[src/rtl/sd_uart_cmd_engine.sv]
// UART command engine for the SD host controller.
// Parses A5/CMD/CHK frames from the RX byte stream and answers with a framed,
// XOR-checksummed response (register snapshot, controller info, ACK or NAK).
module sd_uart_cmd_engine #(
    parameter logic [7:0] START_BYTE  = 8'hA5,
    parameter int         REG_W       = 128,
    parameter int         TIMEOUT_CYC = 100000,
    parameter logic [7:0] CTRL_VER    = 8'h01
) (
    input  logic             i_clk,
    input  logic             i_rst_n,
    input  logic             i_rx_valid,
    input  logic [7:0]       i_rx_data,
    input  logic             i_tx_ready,
    output logic             o_tx_valid,
    output logic [7:0]       o_tx_data,
    input  logic [REG_W-1:0] i_cid_reg,
    input  logic [REG_W-1:0] i_csd_reg,
    input  logic [31:0]      i_status_reg,
    output logic             o_sd_reset_req,
    output logic             o_busy,
    output logic             o_frame_err
);

    localparam int NBYTES = REG_W / 8;
    localparam int BUF_W  = (REG_W > 40) ? REG_W : 40;
    // The counter must also hold the 5-byte controller-info length when REG_W is small.
    localparam int MAXLEN = (NBYTES > 5) ? NBYTES : 5;
    localparam int CNT_W  = $clog2(MAXLEN + 1);
    localparam int TC_W   = $clog2(TIMEOUT_CYC);

    localparam logic [7:0] CMD_RESET     = 8'h20;
    localparam logic [7:0] CMD_SD_INFO   = 8'h15;
    localparam logic [7:0] CMD_CSD       = 8'h16;
    localparam logic [7:0] CMD_CTRL_INFO = 8'h1B;
    localparam logic [7:0] CMD_NAK       = 8'hEE;

    typedef enum logic [2:0] {
        S_IDLE,
        S_GET_CMD,
        S_GET_CHK,
        S_SEND_HDR,
        S_SEND_CMD,
        S_SEND_LEN,
        S_SEND_DATA,
        S_SEND_SUM
    } state_t;

    state_t             r_state;
    state_t             w_next;
    logic [7:0]         r_cmd;
    logic [7:0]         r_cmd_out;
    logic [7:0]         r_len;
    logic [CNT_W-1:0]   r_cnt;
    logic [BUF_W-1:0]   r_buf;
    logic [7:0]         r_sum;
    logic [TC_W-1:0]    r_idle_cnt;
    logic               r_tx_valid;
    logic               r_sd_reset_req;
    logic               r_frame_err;

    logic               w_send;
    logic               w_get;
    logic               w_hs;
    logic               w_timeout;
    logic [BUF_W-1:0]   w_cid_ext;
    logic [BUF_W-1:0]   w_csd_ext;
    logic [BUF_W-1:0]   w_ctrl_ext;

    assign w_send = (r_state == S_SEND_HDR) || (r_state == S_SEND_CMD) ||
                    (r_state == S_SEND_LEN) || (r_state == S_SEND_DATA) ||
                    (r_state == S_SEND_SUM);
    assign w_get  = (r_state == S_GET_CMD) || (r_state == S_GET_CHK);
    assign w_hs   = r_tx_valid && i_tx_ready;
    assign w_timeout = w_get && !i_rx_valid &&
                       (r_idle_cnt == TC_W'(TIMEOUT_CYC - 1));

    // Payload sources are left-aligned in the buffer so the MSB byte is always on top.
    assign w_cid_ext  = BUF_W'(i_cid_reg) << (BUF_W - REG_W);
    assign w_csd_ext  = BUF_W'(i_csd_reg) << (BUF_W - REG_W);
    assign w_ctrl_ext = BUF_W'({CTRL_VER, i_status_reg}) << (BUF_W - 40);

    assign o_tx_valid     = r_tx_valid;
    assign o_sd_reset_req = r_sd_reset_req;
    assign o_frame_err    = r_frame_err;

    // State register.
    always_ff @(posedge i_clk or negedge i_rst_n) begin
        if (!i_rst_n) begin
            r_state <= S_IDLE;
        end else begin
            r_state <= w_next;
        end
    end

    // Next-state decode: RX framing, timeout abort and TX byte sequencing.
    always_comb begin
        w_next = r_state;
        case (r_state)
            S_IDLE: begin
                if (i_rx_valid && (i_rx_data == START_BYTE)) w_next = S_GET_CMD;
            end
            S_GET_CMD: begin
                if (i_rx_valid)     w_next = S_GET_CHK;
                else if (w_timeout) w_next = S_IDLE;
            end
            S_GET_CHK: begin
                if (i_rx_valid)     w_next = S_SEND_HDR;
                else if (w_timeout) w_next = S_IDLE;
            end
            S_SEND_HDR: begin
                if (w_hs) w_next = S_SEND_CMD;
            end
            S_SEND_CMD: begin
                if (w_hs) w_next = S_SEND_LEN;
            end
            S_SEND_LEN: begin
                if (w_hs) w_next = (r_len == 8'h00) ? S_SEND_SUM : S_SEND_DATA;
            end
            S_SEND_DATA: begin
                if (w_hs && (r_cnt == CNT_W'(1))) w_next = S_SEND_SUM;
            end
            S_SEND_SUM: begin
                if (w_hs) w_next = S_IDLE;
            end
            default: w_next = S_IDLE;
        endcase
    end

    // Output decode: the byte on the TX bus is chosen by the current SEND state.
    always_comb begin
        o_tx_data = 8'h00;
        o_busy    = (r_state != S_IDLE);
        if (r_tx_valid) begin
            case (r_state)
                S_SEND_HDR:  o_tx_data = START_BYTE;
                S_SEND_CMD:  o_tx_data = r_cmd_out;
                S_SEND_LEN:  o_tx_data = r_len;
                S_SEND_DATA: o_tx_data = r_buf[BUF_W-1 -: 8];
                S_SEND_SUM:  o_tx_data = r_sum;
                default:     o_tx_data = 8'h00;
            endcase
        end
    end

    // Datapath: command latch, snapshot, checksum, counters, TX handshake and pulses.
    always_ff @(posedge i_clk or negedge i_rst_n) begin
        if (!i_rst_n) begin
            r_cmd          <= 8'h00;
            r_cmd_out      <= 8'h00;
            r_len          <= 8'h00;
            r_cnt          <= '0;
            r_buf          <= '0;
            r_sum          <= 8'h00;
            r_idle_cnt     <= '0;
            r_tx_valid     <= 1'b0;
            r_sd_reset_req <= 1'b0;
            r_frame_err    <= 1'b0;
        end else begin
            r_sd_reset_req <= 1'b0;
            r_frame_err    <= 1'b0;

            if (w_get && !i_rx_valid && !w_timeout) r_idle_cnt <= r_idle_cnt + TC_W'(1);
            else                                    r_idle_cnt <= '0;

            if (w_timeout)            r_frame_err <= 1'b1;
            if (w_send && i_rx_valid) r_frame_err <= 1'b1;

            if ((r_state == S_GET_CMD) && i_rx_valid) r_cmd <= i_rx_data;

            if ((r_state == S_GET_CHK) && i_rx_valid) begin
                r_sum     <= 8'h00;
                r_len     <= 8'h00;
                r_cnt     <= '0;
                r_cmd_out <= r_cmd;
                if (i_rx_data != ~r_cmd) begin
                    r_cmd_out   <= CMD_NAK;
                    r_frame_err <= 1'b1;
                end else begin
                    case (r_cmd)
                        CMD_RESET: begin
                            r_sd_reset_req <= 1'b1;
                        end
                        CMD_SD_INFO: begin
                            r_buf <= w_cid_ext;
                            r_len <= 8'(NBYTES);
                            r_cnt <= CNT_W'(NBYTES);
                        end
                        CMD_CSD: begin
                            r_buf <= w_csd_ext;
                            r_len <= 8'(NBYTES);
                            r_cnt <= CNT_W'(NBYTES);
                        end
                        CMD_CTRL_INFO: begin
                            r_buf <= w_ctrl_ext;
                            r_len <= 8'd5;
                            r_cnt <= CNT_W'(5);
                        end
                        default: begin
                            r_cmd_out   <= CMD_NAK;
                            r_frame_err <= 1'b1;
                        end
                    endcase
                end
            end

            if (w_send) begin
                if (!r_tx_valid)     r_tx_valid <= 1'b1;
                else if (i_tx_ready) r_tx_valid <= 1'b0;
            end else begin
                r_tx_valid <= 1'b0;
            end

            if (w_hs) begin
                r_sum <= r_sum ^ o_tx_data;
                if (r_state == S_SEND_DATA) begin
                    r_buf <= r_buf << 8;
                    if (r_cnt != '0) r_cnt <= r_cnt - CNT_W'(1);
                end
            end
        end
    end

endmodule

[config.mk]
export PLATFORM = sky130hd
export DESIGN_NAME = sd_uart_cmd_engine
export DESIGN_NICKNAME = d
export VERILOG_FILES = /design/src/rtl/sd_uart_cmd_engine.sv
export SDC_FILE = /design/constraint.sdc
export NUM_CORES = 1
export LEC_CHECK = 0
export ABC_AREA = 1
export CAP_MARGIN = 20
export CORE_MARGIN = 3
export CORE_UTILIZATION = 54
export DETAILED_ROUTE_END_ITERATION = 7
export MAX_ROUTING_LAYER = met4
export PLACE_DENSITY = 0.89
export SLEW_MARGIN = 20
export SYNTH_ARGS = -nofsm -noshare
export SYNTH_HDL_FRONTEND = slang
export SYNTH_SLANG_ARGS = --single-unit
[constraint.sdc]
create_clock -name i_clk -period 3.6 [get_ports i_clk]
set_input_delay 0.72 -clock i_clk [delete_from_list [all_inputs] [get_ports i_clk]]
set_output_delay 0.72 -clock i_clk [all_outputs]
set_load 0.02 [all_outputs]
# After elaboration in Yosys (flattened, before gate mapping)
# Index checks and enable logic that the tools add are counted.
[word_totals]
regBits = 188
elab_cells = 102
[op_classes]
add_sub_neg = 2
reduce_logical = 24
n_eq_ne = 21
mux = 42
bitwise_logic = 2
[op_table]
columns = ["operator", "count"]
rows = [
  ["128-bit two-way mux", 4],
  ["128-bit case mux with 3 select lines", 1],
  ["8-bit two-way mux", 5],
  ["8-bit case mux with 5 select lines", 1],
  ["5-bit two-way mux", 6],
  ["3-bit two-way mux", 9],
  ["8-bit by 5-bit == test with 1-bit output (second input constant)", 3],
  ["3-bit case mux with 8 select lines", 1],
  ["5-bit case mux with 2 select lines", 2],
  ["17-bit by 1-bit adder with 17-bit output (second input constant)", 1],
  ["17-bit == test (second input constant)", 1],
  ["17-bit two-way mux", 1],
  ["3-bit == test (second input constant)", 4],
  ["1-bit two-way mux", 12],
  ["2-bit inequality test (second input constant)", 5],
  ["1-bit logical AND", 9],
  ["8-bit by 6-bit == test with 1-bit output (second input constant)", 1],
  ["8-bit == test (second input constant)", 1],
  ["8-bit logical NOT", 1],
  ["8-bit inequality test", 1],
  ["8-bit NOT", 1],
  ["8-bit bitwise XOR", 1],
  ["3-bit by 2-bit == test with 1-bit output (second input constant)", 2],
  ["6-bit AND reduction", 1],
  ["12 further kinds", 17],
]

# Depth between registers and ports, before layout
# Gate-level depths: netlist (run 1).
[depth]
depth_word = 10
depth_mapped = 14

# Worst setup path before layout (run 1)
# Ideal clock, no wire load.
[synth_path]
kind = "register to output"
from = "register r_state[1]"
to = "output port o_tx_data[0]"
path_stages_with_launch = 7
path_buffers = 1
t_required_ns = 2.880
setup_slack_ns = 1.397
t_arrival_ns = 1.483
path_cell_list = "dfrtp_1 clkbuf_2 nor2_1 nand2_1 o21ai_0 a21oi_1 a21oi_1"
[synth_via]
elab_chain_len = 3
word_cells_on_any_way = 7
[synth_lines]
columns = ["element", "line", "text"]
rows = [
  ["start, declared", "49", "state_t r_state;"],
  ["start signal, assigned", "92", "r_state <= w_next;"],
  ["3-bit == test or 3-bit by 2-bit == test with 1-bit output (tied branches)", "135", "case (r_state)"],
  ["8-bit case mux with 5 select lines (*)", "135", ""],
  ["8-bit two-way mux (*)", "134", "if (r_tx_valid) begin"],
  ["end, declared", "16", "output logic [7:0] o_tx_data,"],
]
# Mark *: on every way between the ends. The rest lies on a longest branch, timed or not.

# Worst setup path in the final report (run 1)
[layout_path]
from = "register r_state[0]"
to = "output port o_tx_data[1]"
# The elaborated chain is that of the path after synthesis.

==> PnR_summary.wiki, run 1 <==
{| class="wikitable"
! Metric !! Value
|-
| Run status || finished, final reports clean
|-
| Vias in the first global route || between 10,000 and 15,000
|-
| Worst R2R Path Depth || 9
|-
| Cell types with the highest counts after synthesis || sky130_fd_sc_hd__nand3_1, sky130_fd_sc_hd__nand2_1, sky130_fd_sc_hd__inv_1
|-
| Average routed wire per standard cell || approximately 16 um
|-
| Yosys top cell area share || 0.367
|-
| Cell area after technology mapping || ~0.012 mm2
|-
| ANT nets after route || 0
|-
| Setup TNS Final || 0 ns
|-
| Total via count in the routed design || roughly 13,000
|-
| Timing-limited maximum frequency || between 200 and 300 MHz
|-
| Post-detailed-route via-to-cell ratio || around 5.5
|-
| Most Frequent Cell on Critical Path || sky130_fd_sc_hd__nand2_1
|-
| CTS sink count || approximately 180
|-
| Max stage delay on crit path || ~0.64 ns
|-
| Worst Clk Skew || 0.00977 ns
|-
| Final Instance Count excl. Fillers || ~2,400
|-
| Sequential area share after synthesis || 0.367
|-
| Number of pins exceeding their max-slew limit in the final report || 0
|-
| Maximum net fanout on the critical path || 7
|-
| Crit path to || o_tx_data[1]
|-
| Dominant cell by count in the synthesized netlist || sky130_fd_sc_hd__nand3_1
|-
| Row count || 54
|-
| First-iteration detailed-routing DRC count || 1,180
|-
| Slew @ Worst Pin || approximately 0.71 ns
|-
| Residual overflow from global routing || 0
|-
| Min Clock Period, post-route || around 3.3 ns
|-
| Cell area power density || about 350 mW/mm2
|-
| Type of the worst setup path || reg2out
|-
| Clock insertion delay at the later pin of the skew report || roughly 0.43 ns
|-
| Number of nets produced by synthesis || ~2,200
|-
| Overall power || 5.64 mW
|-
| Synth-to-Final Area Change || 29.5%
|-
| First drt pass iteration count || 6
|-
| Number of H-tree levels || 4
|-
| Die outline height || ~160 um
|-
| Synth Register Bits || ~180
|-
| TritonCTS clock tree || done
|-
| Nets@finish || approximately 2,400
|-
| Arrival time at the worst endpoint || around 2.6 ns
|-
| Static leakage power || between 8 and 9 nW
|-
| Maximum count of clock buffers along a single path || 2
|-
| Number of antenna violations at the first check in global routing || 1
|-
| Endpoints failing setup || 0
|-
| Hold buffer count at CTS || 0
|-
| Pin count of the biggest net entering global routing || around 150
|-
| Buffers inserted by post-CTS timing repair || 0
|-
| Count of flip-flops with a built-in enable after synthesis || 0
|-
| Core Area || about 0.022 mm2
|-
| Wire length reported by the detailed router || between 30,000 and 40,000 um
|-
| Clk root buf || sky130_fd_sc_hd__clkbuf_16
|-
| Fraction of final layout cells sized beyond drive strength 1 || 0.0742
|-
| Crit-path slowest cell || sky130_fd_sc_hd__clkdlybuf4s50_1
|-
| Number of gates resized after cts || 0
|-
| TritonCTS Buffers || 17
|-
| Post-DP HPWL || approximately 26,000 um
|-
| Count of cell types in the netlist || 36
|-
| Crit-path cells || nand2_1, nor2_1, a22oi_1, nand2_1, nand2_1, inv_1, clkdlybuf4s50_1
|-
| Max cap viols || 0
|-
| Area taken by multi-input logic gates || around 0.0064 mm2
|-
| Largest area contributor in the netlist || sky130_fd_sc_hd__dfrtp_1
|-
| R2r endpoint || r_cmd_out[5]
|-
| Unrepaired setup endpoints after global routing || no
|-
| Startpoint of the worst-slack reg-to-reg timing path || r_cmd[3]
|-
| GRT Total Usage || 0.297
|-
| Number of buffers inserted by port buffering || 311
|-
| Post-Synthesis Cells || roughly 1,900
|-
| Mean area per synthesized cell || around 6.6 um2
|-
| Worst Hold Class || in2async
|-
| Initial core utilization || 0.559
|-
| Fillcell total || about 1,700
|-
| Die Area || between 0.02 and 0.025 mm2
|-
| Global-route wire length before repair || just under 60,000 um
|-
| Final number of hold-violating endpoints || 0
|-
| Total area of sequential cells || roughly 0.0046 mm2
|-
| Startpoint Class || register
|-
| Reg2reg setup slack || between 0.9 and 1 ns
|-
| Die Span X || ~160 um
|-
| Predominant post-synthesis flop cell || sky130_fd_sc_hd__dfrtp_1
|-
| Number of warning messages in the yosys log || 0
|-
| Worst vdd ir || around 0.26 mV
|-
| Worst Path Required || between 2 and 3 ns
|-
| Final RePlAce weighted congestion || ~0.91
|-
| Share of the clock period used by the worst path after layout || 0.930
|-
| Clk slew on worst S/H paths || 0.07 ns
|-
| Area contributors post-synth || sky130_fd_sc_hd__dfrtp_1, sky130_fd_sc_hd__nand3_1, sky130_fd_sc_hd__nand2_1, sky130_fd_sc_hd__inv_1, sky130_fd_sc_hd__or2_2
|-
| Share of synthesized registers carrying an async set or reset || 1.00
|-
| Slew headroom || 0.527
|-
| Critical path capture point type || primary output
|-
| Count of placed standard cells including taps || about 2,400
|-
| Number of DRC violations after detailed routing || 0
|-
| CP Launch Point || r_state[0]
|-
| Number of ports placed on the die boundary || between 300 and 400
|}
-- sequential cells by signal, indices dropped and copies added (netlist names) --
signal / cells
o_tx_valid: 1
r_idle_cnt: 17
o_sd_reset_req: 1
r_len: 2
r_cmd_out: 8
r_cnt: 5
r_cmd: 8
o_frame_err: 1
r_buf: 128
r_sum: 8
r_state: 3
-- cell families (layout without fill, tap and decap cells) --
group	Yosys count	after routing	synth area share
AND/OR/NAND/NOR	1270	1270	0.473
buffers and inverters	339	565	0.118
flip-flops	182	182	0.367
AO/OA/AOI/OAI	76	76	0.0340
XOR/XNOR	6	6	0.00423
adder cells (fa/ha/maj)	4	4	0.00403
other	0	1	0
-- layout make-up --
| cell class | instances | area share |
|---|---|---|
| tap | 280 | 0.0218 |
| antenna | 1 | 0.000156 |
| inverter | 202 | 0.0475 |
| timing repair buffer | 332 | 0.211 |
| sequential | 182 | 0.283 |
| clock inverter | 12 | 0.00809 |
| clock buffer | 19 | 0.0282 |
| multi-input combinational | 1356 | 0.400 |
-- through the flow --
stage,utilization,hold slack (ns),area (um2),setup WS (ns)
final,0.723,0.301,16100,0.253
after global routing,0.723,0.360,16100,0.0148
after CTS,0.723,0.340,16100,0.254
after detailed placement,0.697,0.457,15500,0.553
after global placement,0.697,0.447,15500,0.575
after floorplan,-,0.424,12400,1.40
-- where the power goes --
part	internal, mW	switching [mW]
Sequential	2.15	0.113
Combinational	0.559	0.972
Clock	1.05	0.797
Total	3.76	1.88
-- worst max-delay path, delay by kind of cell (launching register included) --
family                 cells  cell delay (ns)
flip-flops                 1             0.48
AND/OR/NAND/NOR            4             0.79
AO/OA/AOI/OAI              1             0.18
buffers and inverters      2             0.74
-- worst min path at each step --
stage,startpoint,to,slack [ns]
final,i_rst_n,r_sum[6],0.30
after global routing,i_rst_n,r_sum[2],0.36
after CTS,i_rst_n,r_sum[6],0.34
after detailed placement,r_idle_cnt[0],r_idle_cnt[0],0.46
after global placement,r_idle_cnt[0],r_idle_cnt[0],0.45
after floorplan,i_rst_n,o_frame_err,0.42
-- cells in the final DEF (no fill, tap or decap), types with 2 or more instances in the layout --
cell	count
sky130_fd_sc_hd__nand3_1	587
sky130_fd_sc_hd__nand2_1	462
sky130_fd_sc_hd__clkdlybuf4s50_1	310
sky130_fd_sc_hd__inv_1	198
sky130_fd_sc_hd__dfrtp_1	182
sky130_fd_sc_hd__or2_2	90
sky130_fd_sc_hd__nor2_1	66
sky130_fd_sc_hd__o21ai_0	39
sky130_fd_sc_hd__nor3_1	19
sky130_fd_sc_hd__or2_1	19
sky130_fd_sc_hd__a21oi_1	19
sky130_fd_sc_hd__clkbuf_16	17
sky130_fd_sc_hd__or2_0	12
sky130_fd_sc_hd__buf_4	12
sky130_fd_sc_hd__buf_12	9
sky130_fd_sc_hd__a22oi_1	6
sky130_fd_sc_hd__nor2_4	5
sky130_fd_sc_hd__xor2_1	4
sky130_fd_sc_hd__a31oi_1	4
sky130_fd_sc_hd__ha_1	4
sky130_fd_sc_hd__clkinv_4	4
sky130_fd_sc_hd__clkinv_2	4
sky130_fd_sc_hd__inv_2	3
sky130_fd_sc_hd__nand4_1	3
sky130_fd_sc_hd__clkbuf_8	3
sky130_fd_sc_hd__nor2_2	2
sky130_fd_sc_hd__xnor2_1	2
sky130_fd_sc_hd__nand3_4	2
sky130_fd_sc_hd__a211oi_1	2
sky130_fd_sc_hd__nor3b_1	2
sky130_fd_sc_hd__clkinvlp_4	2
sky130_fd_sc_hd__bufinv_16	2
-- layer usage --
metal,up-vias,share of wire,global-route usage
met1,6033,0.41,0.369
met3,69,0.083,0.0590
met2,522,0.48,0.484
met4,0,0.029,0.106
met5,-,0,-
li1,6477,-,-
No activity file was read; power rests on OpenSTA's default activity.
==> run 2, diff against run 1 <==
--- a/config.mk
+++ b/config.mk
@@ -6,7 +6,6 @@
 export NUM_CORES = 1
 export LEC_CHECK = 0
 export ABC_AREA = 1
-export CAP_MARGIN = 20
 export CORE_MARGIN = 3
 export CORE_UTILIZATION = 54
 export DETAILED_ROUTE_END_ITERATION = 7
==> results of run 2 <==
The final DEF is identical to that of run 1; final timing and power are the same.
==> run 3, diff against run 2 <==
--- a/config.mk
+++ b/config.mk
@@ -7,10 +7,13 @@
 export LEC_CHECK = 0
 export ABC_AREA = 1
 export CORE_MARGIN = 3
-export CORE_UTILIZATION = 54
+export CORE_UTILIZATION = 56
+export CTS_BUF_LIST = sky130_fd_sc_hd__clkbuf_8
 export DETAILED_ROUTE_END_ITERATION = 7
+export HOLD_SLACK_MARGIN = 0.15
 export MAX_ROUTING_LAYER = met4
-export PLACE_DENSITY = 0.89
+export PLACE_DENSITY = 0.91
+export SETUP_SLACK_MARGIN = 0.4
 export SLEW_MARGIN = 20
 export SYNTH_ARGS = -nofsm -noshare
 export SYNTH_HDL_FRONTEND = slang
==> PnR_summary.wiki, run 3 (same netlist as run 1, synthesis figures left out) <==
{| class="wikitable"
! Metric !! Value
|-
| Run status || finished, final reports clean (unchanged)
|-
| Startpoint Class || register (unchanged)
|-
| Number of ports placed on the die boundary || 312 (unchanged)
|-
| Setup TNS Final || 0 ns (unchanged)
|-
| Utilization after layout || 0.743 (was 0.723)
|-
| Share of the clock period used by the worst path after layout || 0.846 (was 0.930)
|-
| First drt pass iteration count || 6 (unchanged)
|-
| Commonest non-fill, non-tap cell in the layout || sky130_fd_sc_hd__nand3_1 (unchanged)
|-
| Worst Hold Class || in2async (unchanged)
|-
| Pin count of the biggest net entering global routing || 179 (was 152)
|-
| Type of the worst setup path || reg2out (unchanged)
|-
| Worst Clk Skew || 0.0193 ns (was 0.00977 ns)
|-
| Most Frequent Cell on Critical Path || sky130_fd_sc_hd__nand2_1 (unchanged)
|-
| Cell area power density || 330 mW/mm2 (was 351 mW/mm2)
|-
| Number of buffers inserted by port buffering || 311 (unchanged)
|-
| Worst vdd ir || 0.361 mV (was 0.256 mV)
|-
| Maximum net fanout on the critical path || 7 (unchanged)
|-
| Synth-to-Final Area Change || 28.2% (was 29.5%)
|-
| Critical path capture point type || primary output (unchanged)
|-
| Fraction of final layout cells sized beyond drive strength 1 || 0.0761 (was 0.0742)
|-
| Slew headroom || 0.367 (was 0.527)
|-
| Static leakage power || 8.53 nW (was 8.55 nW)
|-
| CTS sink count || 182 (unchanged)
|-
| Area taken by multi-input logic gates || 0.00645 mm2 (was 0.00644 mm2)
|-
| Initial core utilization || 0.580 (was 0.559)
|-
| Clock insertion delay at the later pin of the skew report || 0.48 ns (was 0.43 ns)
|-
| Core Area || 0.0214 mm2 (was 0.0222 mm2)
|-
| Dpl cell area || 0.0155 mm2 (about the same)
|-
| Inserted Diodes || 0 (was 1)
|-
| Number of H-tree levels || 4 (unchanged)
|-
| Min Clock Period, post-route || 3.05 ns (was 3.35 ns)
|-
| Wire length reported by the detailed router || 37,100 um (was 37,000 um)
|-
| Unrepaired setup endpoints after global routing || no (unchanged)
|-
| Final RePlAce weighted congestion || 0.909 (was 0.914)
|-
| First-iteration detailed-routing DRC count || 1,358 (was 1,180)
|-
| Crit-path cells || nand2_1, nor2_4, a22oi_1, o21ai_0, nand2_1, inv_1, clkdlybuf4s50_1 (was nand2_1, nor2_1, a22oi_1, nand2_1, nand2_1, inv_1, clkdlybuf4s50_1)
|-
| Largest registers ranked by flip-flop count || r_buf (128), r_idle_cnt (17) (unchanged)
|-
| Die Area || 0.0240 mm2 (was 0.0249 mm2)
|-
| Final Instance Count excl. Fillers || 2,378 (was 2,384)
|-
| Vias in the first global route || 12,300 (was 12,100)
|-
| TritonCTS clock tree || done (unchanged)
|-
| Global-route wire length before repair || 59,500 um (was 58,500 um)
|-
| Hold buffer count at CTS || 0 (unchanged)
|-
| Residual overflow from global routing || 0 (unchanged)
|-
| ANT nets after route || 0 (unchanged)
|-
| Min setup slack post-route || 0.553 ns (was 0.253 ns)
|-
| Biggest register || r_buf (unchanged)
|-
| Total via count in the routed design || 13,200 (was 13,100)
|-
| Count of placed standard cells including taps || 2,344 (was 2,352)
|-
| Number of flip-flops in the largest register || 128 (unchanged)
|-
| Average routed wire per standard cell || 15.6 um (was 15.5 um)
|-
| Max stage delay on crit path || 0.60 ns (was 0.64 ns)
|-
| Top delay family on crit path || buffers and inverters (was simple AND/OR/NAND/NOR gates)
|-
| Crit-path slowest cell || sky130_fd_sc_hd__clkdlybuf4s50_1 (unchanged)
|-
| Slew @ Worst Pin || 0.949 ns (was 0.710 ns)
|-
| Fillcell total || 1,670 (was 1,733)
|-
| Hold_ws || 0.312 ns (was 0.301 ns)
|-
| TritonCTS Buffers || 17 (unchanged)
|-
| Timing-limited maximum frequency || 328 MHz (was 299 MHz)
|-
| Overall power || 5.25 mW (was 5.64 mW)
|-
| Total area of sequential cells || 0.00456 mm2 (was 0.00455 mm2)
|-
| Post-DP HPWL || 26,500 um (was 26,400 um)
|-
| Die outline height || 155 um (was 158 um)
|-
| Nets@finish || 2,394 (was 2,395)
|-
| GRT Total Usage || 0.312 (was 0.297)
|-
| Highest-count cells in the layout ignoring fill and taps || sky130_fd_sc_hd__nand3_1, sky130_fd_sc_hd__nand2_1, sky130_fd_sc_hd__clkdlybuf4s50_1 (unchanged)
|-
| Number of DRC violations after detailed routing || 0 (unchanged)
|-
| Worst path bufs/invs || 2 (unchanged)
|-
| Post-detailed-route via-to-cell ratio || 5.53 (was 5.50)
|-
| Maximum count of clock buffers along a single path || 2 (unchanged)
|-
| Number of pins exceeding their max-slew limit in the final report || 0 (unchanged)
|-
| Worst Path Required || 2.88 ns (about the same)
|-
| Max cap viols || 0 (unchanged)
|-
| Clk root buf || sky130_fd_sc_hd__clkbuf_8 (was sky130_fd_sc_hd__clkbuf_16)
|-
| Endpoints failing setup || 0 (unchanged)
|-
| Arrival time at the worst endpoint || 2.33 ns (was 2.63 ns)
|-
| Number of antenna violations at the first check in global routing || 0 (was 1)
|-
| Finished layout cell area || 0.0159 mm2 (was 0.0161 mm2)
|-
| Final number of hold-violating endpoints || 0 (unchanged)
|-
| Clk slew on worst S/H paths || 0.09 ns (was 0.07 ns)
|-
| Die Span X || 155 um (was 158 um)
|-
| Row count || 53 (was 54)
|-
| Worst Setup Slack post-DPL || 0.577 ns (was 0.553 ns)
|}
[run 3: power by group]
part / switching, mW / total [mW] / internal (mW) / leakage (nW)
clock: 0.767 / 1.46 / 0.691 / 0.206
sequential: 0.118 / 2.26 / 2.15 / 2.49
combinational: 0.976 / 1.53 / 0.555 / 5.84
[run 3: layout make-up]
cell class                      instances  area share
Clock buffer                           17      0.0147
Clock inverter                         15      0.0112
Tap cell                              275      0.0216
Sequential cell                       182       0.286
Inverter                              202      0.0480
Timing Repair Buffer                  331       0.213
Multi-Input combinational cell       1356       0.406
[run 3: final timing paths]
kind / start / to / slack (ns) / depth (start not counted)
min reg2reg: r_idle_cnt[0] / r_idle_cnt[0] / 0.48 / 1
min: i_rst_n / r_buf[118] / 0.31 / 1
max: r_state[0] / o_tx_data[6] / 0.55 / 7
max reg2reg: r_cmd[6] / r_buf[0] / 0.74 / 10
min in group i_clk: r_idle_cnt[0] / r_idle_cnt[0] / 0.48 / 1
max in group asynchronous: i_rst_n / r_state[0] / 2.40 / 2
[run 3: repair_timing]
item | in CTS | in global routing
pin swaps | 0 | 1
setup buffers | 0 | 2
gates resized for setup | 5 | 8
gates cloned | 0 | 0
endpoints found under the setup margin | 7 | 6
[run 3: routing by layer]
metal  vias to the layer above  global-route usage  routed length (um)
li1                       6472                   -                   -
met4                         0               0.123                1340
met2                       573               0.505               17800
met5                         -                   -                   0
met3                        81              0.0576                3190
met1                      6032               0.392               14800
[run 3: worst register-to-register path, delay by kind of cell (launching register included)]
kind                   cells  cell delay, ns
flip-flops                 1            0.40
AO/OA/AOI/OAI              1            0.24
AND/OR/NAND/NOR            6            1.30
buffers and inverters      3            0.82
